==> config.mk <==
export PLATFORM = sky130hd
export DESIGN_NAME = cphy_tx_lane_ctrl
export DESIGN_NICKNAME = d
export VERILOG_FILES = /design/src/rtl/cphy_tx_pkg.sv /design/src/rtl/cphy_symbol_encoder.sv /design/src/rtl/cphy_tx_lane_ctrl.sv
export SDC_FILE = /design/constraint.sdc
export NUM_CORES = 1
export LEC_CHECK = 0
export ABC_AREA = 0
export CAP_MARGIN = 10
export CORE_AREA = 3 3 55 82
export CTS_CLUSTER_SIZE = 10
export DETAILED_ROUTE_END_ITERATION = 12
export DIE_AREA = 0 0 58 85
export PLACE_DENSITY_LB_ADDON = 0.3
export SETUP_SLACK_MARGIN = 0.5
export SLEW_MARGIN = 20
export SYNTH_ARGS = -nofsm -noshare
export SYNTH_HDL_FRONTEND = slang
export SYNTH_HIERARCHICAL = 1
export SYNTH_SLANG_ARGS = --single-unit
==> constraint.sdc <==
create_clock -name clk -period 3.2 [get_ports clk]
set_input_delay 0.32 -clock clk [delete_from_list [all_inputs] [get_ports clk]]
set_output_delay 0.32 -clock clk [all_outputs]
set_load 0.005 [all_outputs]
==> src/rtl/cphy_tx_pkg.sv <==
// C-PHY TX lane shared definitions: wire states, driver codes, FSM states,
// LP line codes and the fixed sync word.
package cphy_tx_pkg;

  // Trio wire states: phase x/y/z, polarity +/-
  typedef enum logic [2:0] {PX, NX, PY, NY, PZ, NZ} wire_st_t;

  // Per-wire driver codes
  localparam logic [1:0] HIZ = 2'b00;
  localparam logic [1:0] LO  = 2'b01;
  localparam logic [1:0] HI  = 2'b10;
  localparam logic [1:0] MID = 2'b11;

  typedef enum logic [3:0] {
    ST_STOP,
    ST_HS_RQST,
    ST_BRIDGE,
    ST_PREP,
    ST_PREAMBLE,
    ST_SYNC,
    ST_DATA,
    ST_POST,
    ST_EXIT
  } tx_state_t;

  // LP levels {A,B,C}
  localparam logic [2:0] LP111 = 3'b111;
  localparam logic [2:0] LP001 = 3'b001;
  localparam logic [2:0] LP000 = 3'b000;

  localparam logic [2:0] SYM_PREAMBLE = 3'd3;
  localparam logic [2:0] SYM_POST     = 3'd4;

  // Sync word, first symbol at index 0
  localparam int SYNC_LEN = 7;
  localparam logic [2:0] SYNC_SEQ [SYNC_LEN] = '{3'd3, 3'd4, 3'd4, 3'd4, 3'd4, 3'd4, 3'd3};

  // Driver codes {A,B,C} for a wire state
  function automatic logic [5:0] wire_pupd(input wire_st_t ws);
    case (ws)
      PX:      return {HI,  LO,  MID};
      NX:      return {LO,  HI,  MID};
      PY:      return {MID, HI,  LO };
      NY:      return {MID, LO,  HI };
      PZ:      return {LO,  MID, HI };
      NZ:      return {HI,  MID, LO };
      default: return {HIZ, HIZ, HIZ};
    endcase
  endfunction

endpackage

==> src/rtl/cphy_symbol_encoder.sv <==
// Combinational C-PHY symbol encoder: current wire state + 3-bit symbol
// {Flip,Rot,Pol} -> next wire state and its three driver codes.
// With adv low the current state passes through unchanged.
module cphy_symbol_encoder
  import cphy_tx_pkg::*;
(
  input  wire_st_t   cur_ws,
  input  logic [2:0] sym,
  input  logic       adv,
  output wire_st_t   nxt_ws,
  output logic [1:0] a_pu_pd,
  output logic [1:0] b_pu_pd,
  output logic [1:0] c_pu_pd
);

  logic [1:0] phase;
  logic       neg;
  logic [1:0] nphase;
  logic       nneg;

  // Split state into phase/polarity, apply the symbol, rebuild the state
  always_comb begin
    phase = 2'd0;
    neg   = 1'b0;
    case (cur_ws)
      PX: begin phase = 2'd0; neg = 1'b0; end
      NX: begin phase = 2'd0; neg = 1'b1; end
      PY: begin phase = 2'd1; neg = 1'b0; end
      NY: begin phase = 2'd1; neg = 1'b1; end
      PZ: begin phase = 2'd2; neg = 1'b0; end
      NZ: begin phase = 2'd2; neg = 1'b1; end
      default: ;
    endcase

    nphase = phase;
    nneg   = neg;
    if (adv) begin
      if (sym[2]) begin
        nneg = ~neg;
      end else begin
        if (sym[1]) nphase = (phase == 2'd2) ? 2'd0 : phase + 2'd1;
        else        nphase = (phase == 2'd0) ? 2'd2 : phase - 2'd1;
        nneg = neg ^ sym[0];
      end
    end

    case ({nphase, nneg})
      3'b000:  nxt_ws = PX;
      3'b001:  nxt_ws = NX;
      3'b010:  nxt_ws = PY;
      3'b011:  nxt_ws = NY;
      3'b100:  nxt_ws = PZ;
      3'b101:  nxt_ws = NZ;
      default: nxt_ws = PX;
    endcase

    {a_pu_pd, b_pu_pd, c_pu_pd} = wire_pupd(nxt_ws);
  end

endmodule

==> src/rtl/cphy_tx_lane_ctrl.sv <==
// C-PHY TX lane controller: sequences one trio through LP stop, HS request,
// bridge, prep, preamble, sync, data, post and exit, and drives the analog
// model controls. All outputs are registered.
// Optional macro CPHY_TX_SYM_CNT_EN adds the SymCnt accepted-symbol counter.
module cphy_tx_lane_ctrl
  import cphy_tx_pkg::*;
#(
  parameter int T_LPX        = 4,
  parameter int T_PREP       = 3,
  parameter int PREAMBLE_LEN = 7,
  parameter int POST_LEN     = 7
)(
  input  logic       clk,
  input  logic       rst_n,
  input  logic       TxReqHs,
  input  logic [2:0] TxSym,
  input  logic       TxSymValid,
  input  logic       TxSymLast,
  output logic       TxSymReady,
  output logic [1:0] A_PU_PD,
  output logic [1:0] B_PU_PD,
  output logic [1:0] C_PU_PD,
  output logic       HsTxEn,
  output logic [2:0] LpTx,
  output logic       LpTxEn,
  output logic       TxBusy,
  output logic       UnderflowErr
`ifdef CPHY_TX_SYM_CNT_EN
  ,
  output logic [15:0] SymCnt
`endif
);

  localparam int MAX_A = (T_LPX > T_PREP) ? T_LPX : T_PREP;
  localparam int MAX_B = (PREAMBLE_LEN > POST_LEN) ? PREAMBLE_LEN : POST_LEN;
  localparam int MAX_C = (MAX_A > MAX_B) ? MAX_A : MAX_B;
  localparam int MAX_P = (MAX_C > SYNC_LEN) ? MAX_C : SYNC_LEN;
  localparam int CNT_W = $clog2(MAX_P) + 1;
  localparam logic [CNT_W-1:0] CNT_ONE = CNT_W'(1);

  tx_state_t        state_q;
  logic [CNT_W-1:0] cnt_q;
  wire_st_t         wire_q;

  wire_st_t   enc_cur;
  wire_st_t   enc_nxt;
  logic [2:0] enc_sym;
  logic       enc_adv;
  logic [1:0] enc_a;
  logic [1:0] enc_b;
  logic [1:0] enc_c;
  logic [2:0] sync_idx;
  logic       cnt_last;

  assign cnt_last = (cnt_q == CNT_ONE);

  // Select which symbol (if any) goes out on this edge; BRIDGE seeds +x for PREP
  always_comb begin
    enc_cur  = wire_q;
    enc_sym  = SYM_POST;
    enc_adv  = 1'b0;
    // SYNC entry already sent index 0; count 7..2 maps to indices 1..6
    sync_idx = 3'(CNT_W'(SYNC_LEN + 1) - cnt_q);
    case (state_q)
      ST_BRIDGE: enc_cur = PX;
      ST_PREP: begin
        enc_sym = SYM_PREAMBLE;
        enc_adv = cnt_last;
      end
      ST_PREAMBLE: begin
        enc_sym = cnt_last ? SYNC_SEQ[0] : SYM_PREAMBLE;
        enc_adv = 1'b1;
      end
      ST_SYNC: begin
        if (!cnt_last) enc_sym = SYNC_SEQ[sync_idx];
        enc_adv = !cnt_last;
      end
      ST_DATA: begin
        enc_sym = TxSym;
        enc_adv = TxSymValid;
      end
      ST_POST: enc_adv = (cnt_q != '0);
      default: ;
    endcase
  end

  cphy_symbol_encoder u_enc (
    .cur_ws  (enc_cur),
    .sym     (enc_sym),
    .adv     (enc_adv),
    .nxt_ws  (enc_nxt),
    .a_pu_pd (enc_a),
    .b_pu_pd (enc_b),
    .c_pu_pd (enc_c)
  );

  // Lane FSM with shared down-counter and registered driver controls
  always_ff @(posedge clk or negedge rst_n) begin
    if (!rst_n) begin
      state_q      <= ST_STOP;
      cnt_q        <= '0;
      wire_q       <= PX;
      LpTxEn       <= 1'b1;
      LpTx         <= LP111;
      HsTxEn       <= 1'b0;
      A_PU_PD      <= HIZ;
      B_PU_PD      <= HIZ;
      C_PU_PD      <= HIZ;
      TxSymReady   <= 1'b0;
      TxBusy       <= 1'b0;
      UnderflowErr <= 1'b0;
    end else begin
      wire_q <= enc_nxt;
      case (state_q)
        ST_STOP: begin
          if (TxReqHs) begin
            state_q      <= ST_HS_RQST;
            cnt_q        <= CNT_W'(T_LPX);
            LpTx         <= LP001;
            TxBusy       <= 1'b1;
            UnderflowErr <= 1'b0;
          end
        end
        ST_HS_RQST: begin
          if (cnt_last) begin
            state_q <= ST_BRIDGE;
            cnt_q   <= CNT_W'(T_LPX);
            LpTx    <= LP000;
          end else begin
            cnt_q <= cnt_q - CNT_ONE;
          end
        end
        ST_BRIDGE: begin
          if (cnt_last) begin
            state_q <= ST_PREP;
            cnt_q   <= CNT_W'(T_PREP);
            // LP-to-HS driver swap in one registered update
            LpTxEn  <= 1'b0;
            HsTxEn  <= 1'b1;
            {A_PU_PD, B_PU_PD, C_PU_PD} <= {enc_a, enc_b, enc_c};
          end else begin
            cnt_q <= cnt_q - CNT_ONE;
          end
        end
        ST_PREP: begin
          {A_PU_PD, B_PU_PD, C_PU_PD} <= {enc_a, enc_b, enc_c};
          if (cnt_last) begin
            state_q <= ST_PREAMBLE;
            cnt_q   <= CNT_W'(PREAMBLE_LEN);
          end else begin
            cnt_q <= cnt_q - CNT_ONE;
          end
        end
        ST_PREAMBLE: begin
          {A_PU_PD, B_PU_PD, C_PU_PD} <= {enc_a, enc_b, enc_c};
          if (cnt_last) begin
            state_q <= ST_SYNC;
            cnt_q   <= CNT_W'(SYNC_LEN);
          end else begin
            cnt_q <= cnt_q - CNT_ONE;
          end
        end
        ST_SYNC: begin
          {A_PU_PD, B_PU_PD, C_PU_PD} <= {enc_a, enc_b, enc_c};
          if (cnt_last) begin
            state_q    <= ST_DATA;
            TxSymReady <= 1'b1;
          end else begin
            cnt_q <= cnt_q - CNT_ONE;
          end
        end
        ST_DATA: begin
          {A_PU_PD, B_PU_PD, C_PU_PD} <= {enc_a, enc_b, enc_c};
          // Underflow ends the burst with the wire held for this cycle
          if (!TxSymValid || TxSymLast) begin
            state_q    <= ST_POST;
            cnt_q      <= CNT_W'(POST_LEN);
            TxSymReady <= 1'b0;
            if (!TxSymValid) UnderflowErr <= 1'b1;
          end
        end
        ST_POST: begin
          // First POST cycle still shows the final data state; flips follow
          if (cnt_q != '0) begin
            {A_PU_PD, B_PU_PD, C_PU_PD} <= {enc_a, enc_b, enc_c};
            cnt_q <= cnt_q - CNT_ONE;
          end else begin
            state_q <= ST_EXIT;
            HsTxEn  <= 1'b0;
            LpTxEn  <= 1'b1;
            LpTx    <= LP111;
            {A_PU_PD, B_PU_PD, C_PU_PD} <= {HIZ, HIZ, HIZ};
          end
        end
        ST_EXIT: begin
          state_q <= ST_STOP;
          TxBusy  <= 1'b0;
        end
        default: begin
          state_q    <= ST_STOP;
          HsTxEn     <= 1'b0;
          LpTxEn     <= 1'b1;
          LpTx       <= LP111;
          TxSymReady <= 1'b0;
          TxBusy     <= 1'b0;
          {A_PU_PD, B_PU_PD, C_PU_PD} <= {HIZ, HIZ, HIZ};
        end
      endcase
    end
  end

`ifdef CPHY_TX_SYM_CNT_EN
  // Accepted-symbol counter: cleared entering PREAMBLE, saturating, held after burst
  always_ff @(posedge clk or negedge rst_n) begin
    if (!rst_n) begin
      SymCnt <= 16'd0;
    end else if (state_q == ST_PREP && cnt_last) begin
      SymCnt <= 16'd0;
    end else if (state_q == ST_DATA && TxSymValid && SymCnt != 16'hFFFF) begin
      SymCnt <= SymCnt + 16'd1;
    end
  end
`endif

endmodule

==> results by group <==
Die
  • Initial Util: between 40% and 50%
  • Core area: approximately 3900 um^2
  • Die height: between 80 and 90 um
  • Std-Cell Rows: 28
  • Total die area: 4930 um^2
  • Number of I/O pins: 22
  • Die width: between 50 and 60 um

Yosys
  • Ys Warns: 6
  • Mapped Area: roughly 1900 um^2
  • Yosys top cell area share: a little over a quarter
  • Ys async rst share: 100%
  • Synth area leader: dfrtp_1
  • Seq/Total Area, Yosys: 31.5%
  • Number of synthesized register bits: 24
  • Main synth FF type: dfrtp_1
  • Synthesized area per cell: approximately 8.8 um^2
  • Syn Inst Count: around 220
  • Yosys cell types: 56
  • Post-synth EDFFs: 0
  • Synth area leaders: dfrtp_1, o21ai_0, nand2_1, a21oi_1, dfstp_2
  • Syn Nets: roughly 230

Placement
  • Port buffer count: 21
  • Placement Setup Slack: roughly 270 ps
  • Post-DP HPWL: roughly 3400 um
  • Routability congestion estimate: 0.796

Routing
  • Vias per std cell: about 6
  • Drt drc: 0
  • 1st-iter DRT viols: 54
  • Drt wl/cell: 16.1 um
  • WL final: between 4000 and 5000 um
  • Final ANT Viol Nets: 0
  • DRT Pass-1 Iters: 4
  • Vias: roughly 1,700

Clock tree
  • TritonCTS clock tree: yes
  • Max clock buf depth: 2
  • Sink Count: 24
  • Reg clk slew, reported paths: around 100 ps
  • Clk_lat worst skew: about 270 ps
  • H-tree levels: 1
  • Hold_buf cts: 0
  • Num CTS Buffers: 3
  • Root Buffer Master: clkbuf_8

Finish
  • Area Growth Syn to Fin: 29.8%
  • Share of cells above drive strength 1: roughly 27%
  • ANT cells: 0
  • Area occupied by registers: roughly 600 um^2
  • # nets final: about 270
  • Most frequent cells in the layout: nand2_1, buf_4, dfrtp_1
  • Area occupied by multi-input gates: ~1300 um^2
  • Filler instances: 317

STA
  • Fmax: roughly 360 MHz
  • Final setup TNS: 0 ps
  • WHS: roughly 14 ps
  • Final worst setup slack: ~430 ps
  • Clock skew: approximately 4.5 ps
  • Worst Tran Pin Value: 535 ps
  • Final Max Tran Viols: 0
  • Final Setup Violations: 0
  • Normalized max-slew margin: between 60 and 70%
  • Fin crit share: 86.7%
  • RSZ-0062 raised after global routing: yes
  • Hold Fails Final Rpt: 0
  • Min Tclk post-route: 2770 ps

Worst setup path
  • Crit path max fanout: 6
  • Setup CP Type: reg -> reg
  • Reg2reg start: cnt_q[0]
  • Critical path required time: around 3400 ps
  • R2R Setup Slk: around 430 ps
  • Critical path capture point type: register
  • Worst endpoint data arrival time: 2950 ps
  • CP startpoint: cnt_q[0]
  • Worst r2r path cells: 11
  • Worst r2r dst: C_PU_PD[0]
  • Worst setup SP type: register

Pwr
  • Peak supply drop: around 1.1 mV
  • Leakage: roughly 0.001 uW
  • Final Power: between 3000 and 4000 uW
  • Pwr Density: approximately 1300 nW/um^2

GRT
  • Overall routing resource usage: 20.2%
  • Global-route wire length before repair: slightly below 8000 um
  • Largest net degree at the start of global routing: 26
  • GRT Residual Overflow: 0
  • Vias in the first global route: roughly 1,700
  • Initial antenna violation count: 0

Worst hold path
  • HP Class: in -> async

Run status
  • Status: finished clean

Job
  • Max Cap Violations: 0
-- metrics by stage --
step / cells / area [um^2] / utilization, %
3_5_place_dp: 283 / 2270 / 57.9
4_1_cts: 295 / 2430 / 61.9
5_1_grt: 298 / 2490 / 63.4
2_1_floorplan: 217 / 1980 / -
3_3_place_gp: 283 / 2270 / 57.9
6_report: 298 / 2490 / 63.4
-- how the worst max path moves through the flow --
stage | slack [ps] | end
2_1_floorplan | 320 | C_PU_PD[0]
3_3_place_gp | 340 | C_PU_PD[0]
3_5_place_dp | 270 | C_PU_PD[0]
4_1_cts | 390 | C_PU_PD[0]
5_1_grt | 290 | C_PU_PD[1]
6_report | 430 | C_PU_PD[0]
-- report_power, final --
part	total (uW)	internal [uW]	switching, uW
Clock	276	167	109
Sequential	543	449	93.8
Combinational	2350	1230	1120
Total	3170	1850	1320
-- cells by family (layout without fill, tap and decap cells) --
kind of cell | after synthesis | after routing | share of synthesized area (%)
xor+xnor | 6 | 6 | 3.72
compound gates | 66 | 66 | 24.2
flops | 24 | 24 | 31.5
fa+ha+maj | 6 | 6 | 3.92
simple gates | 82 | 82 | 23.3
buf+inv | 21 | 57 | 5.75
mux | 12 | 12 | 7.58
-- cell type report --
| class | count | area share [%] |
|---|---|---|
| sequential | 24 | 24.3 |
| inverter | 7 | 1.06 |
| clock buffer | 3 | 1.66 |
| tap | 45 | 2.26 |
| clock inverter | 1 | 1.21 |
| multi-input combinational | 172 | 53.2 |
| timing repair buffer | 46 | 16.3 |
-- Yosys cell counts (all sizes together) (3+ instances only) --
cell / instances
dfstp: 3
o21a: 3
nor3: 7
o21ai: 19
ha: 6
dfrtp: 21
nand2b: 6
buf: 11
nor2: 19
inv: 7
nand2: 22
mux2: 4
nand3: 4
a22o: 7
nor2b: 11
clkbuf: 3
xnor2: 5
mux2i: 7
a21oi: 17
a32oi: 3
or3: 3
-- flip-flops by register name, summed over array words and instances (netlist names) --
register      count
cnt_q             4
state_q           4
wire_q            3
A_PU_PD           2
B_PU_PD           2
C_PU_PD           2
LpTx              2
HsTxEn            1
LpTxEn            1
TxBusy            1
TxSymReady        1
UnderflowErr      1
-- critical path, cell delays in order (launching register included) --
cell      delay, ps
dfrtp_1         400
inv_2           120
ha_4            220
mux2_4          270
a21oi_2         130
a21oi_2          50
a21oi_2         230
a21oi_2         140
mux2i_4         230
nand2b_1        220
mux4_2          490
a22o_1          180
-- layer usage --
metal	GRT usage (%)	routed length, um	vias to the layer above
met4	11.4	178	0
met2	34.9	2600	39
met1	23.5	1890	834
li1	-	-	849
met5	0	0	-
met3	2.44	138	14
-- what timing repair did --
action / 4_1_cts / 5_1_grt
gates resized for setup: 6 / 10
endpoints found under the setup margin: 6 / 6
gates cloned: 0 / 0
buffers inserted: 8 / 3
pin swaps: 11 / 9
(Power assumes the default switching activity.)
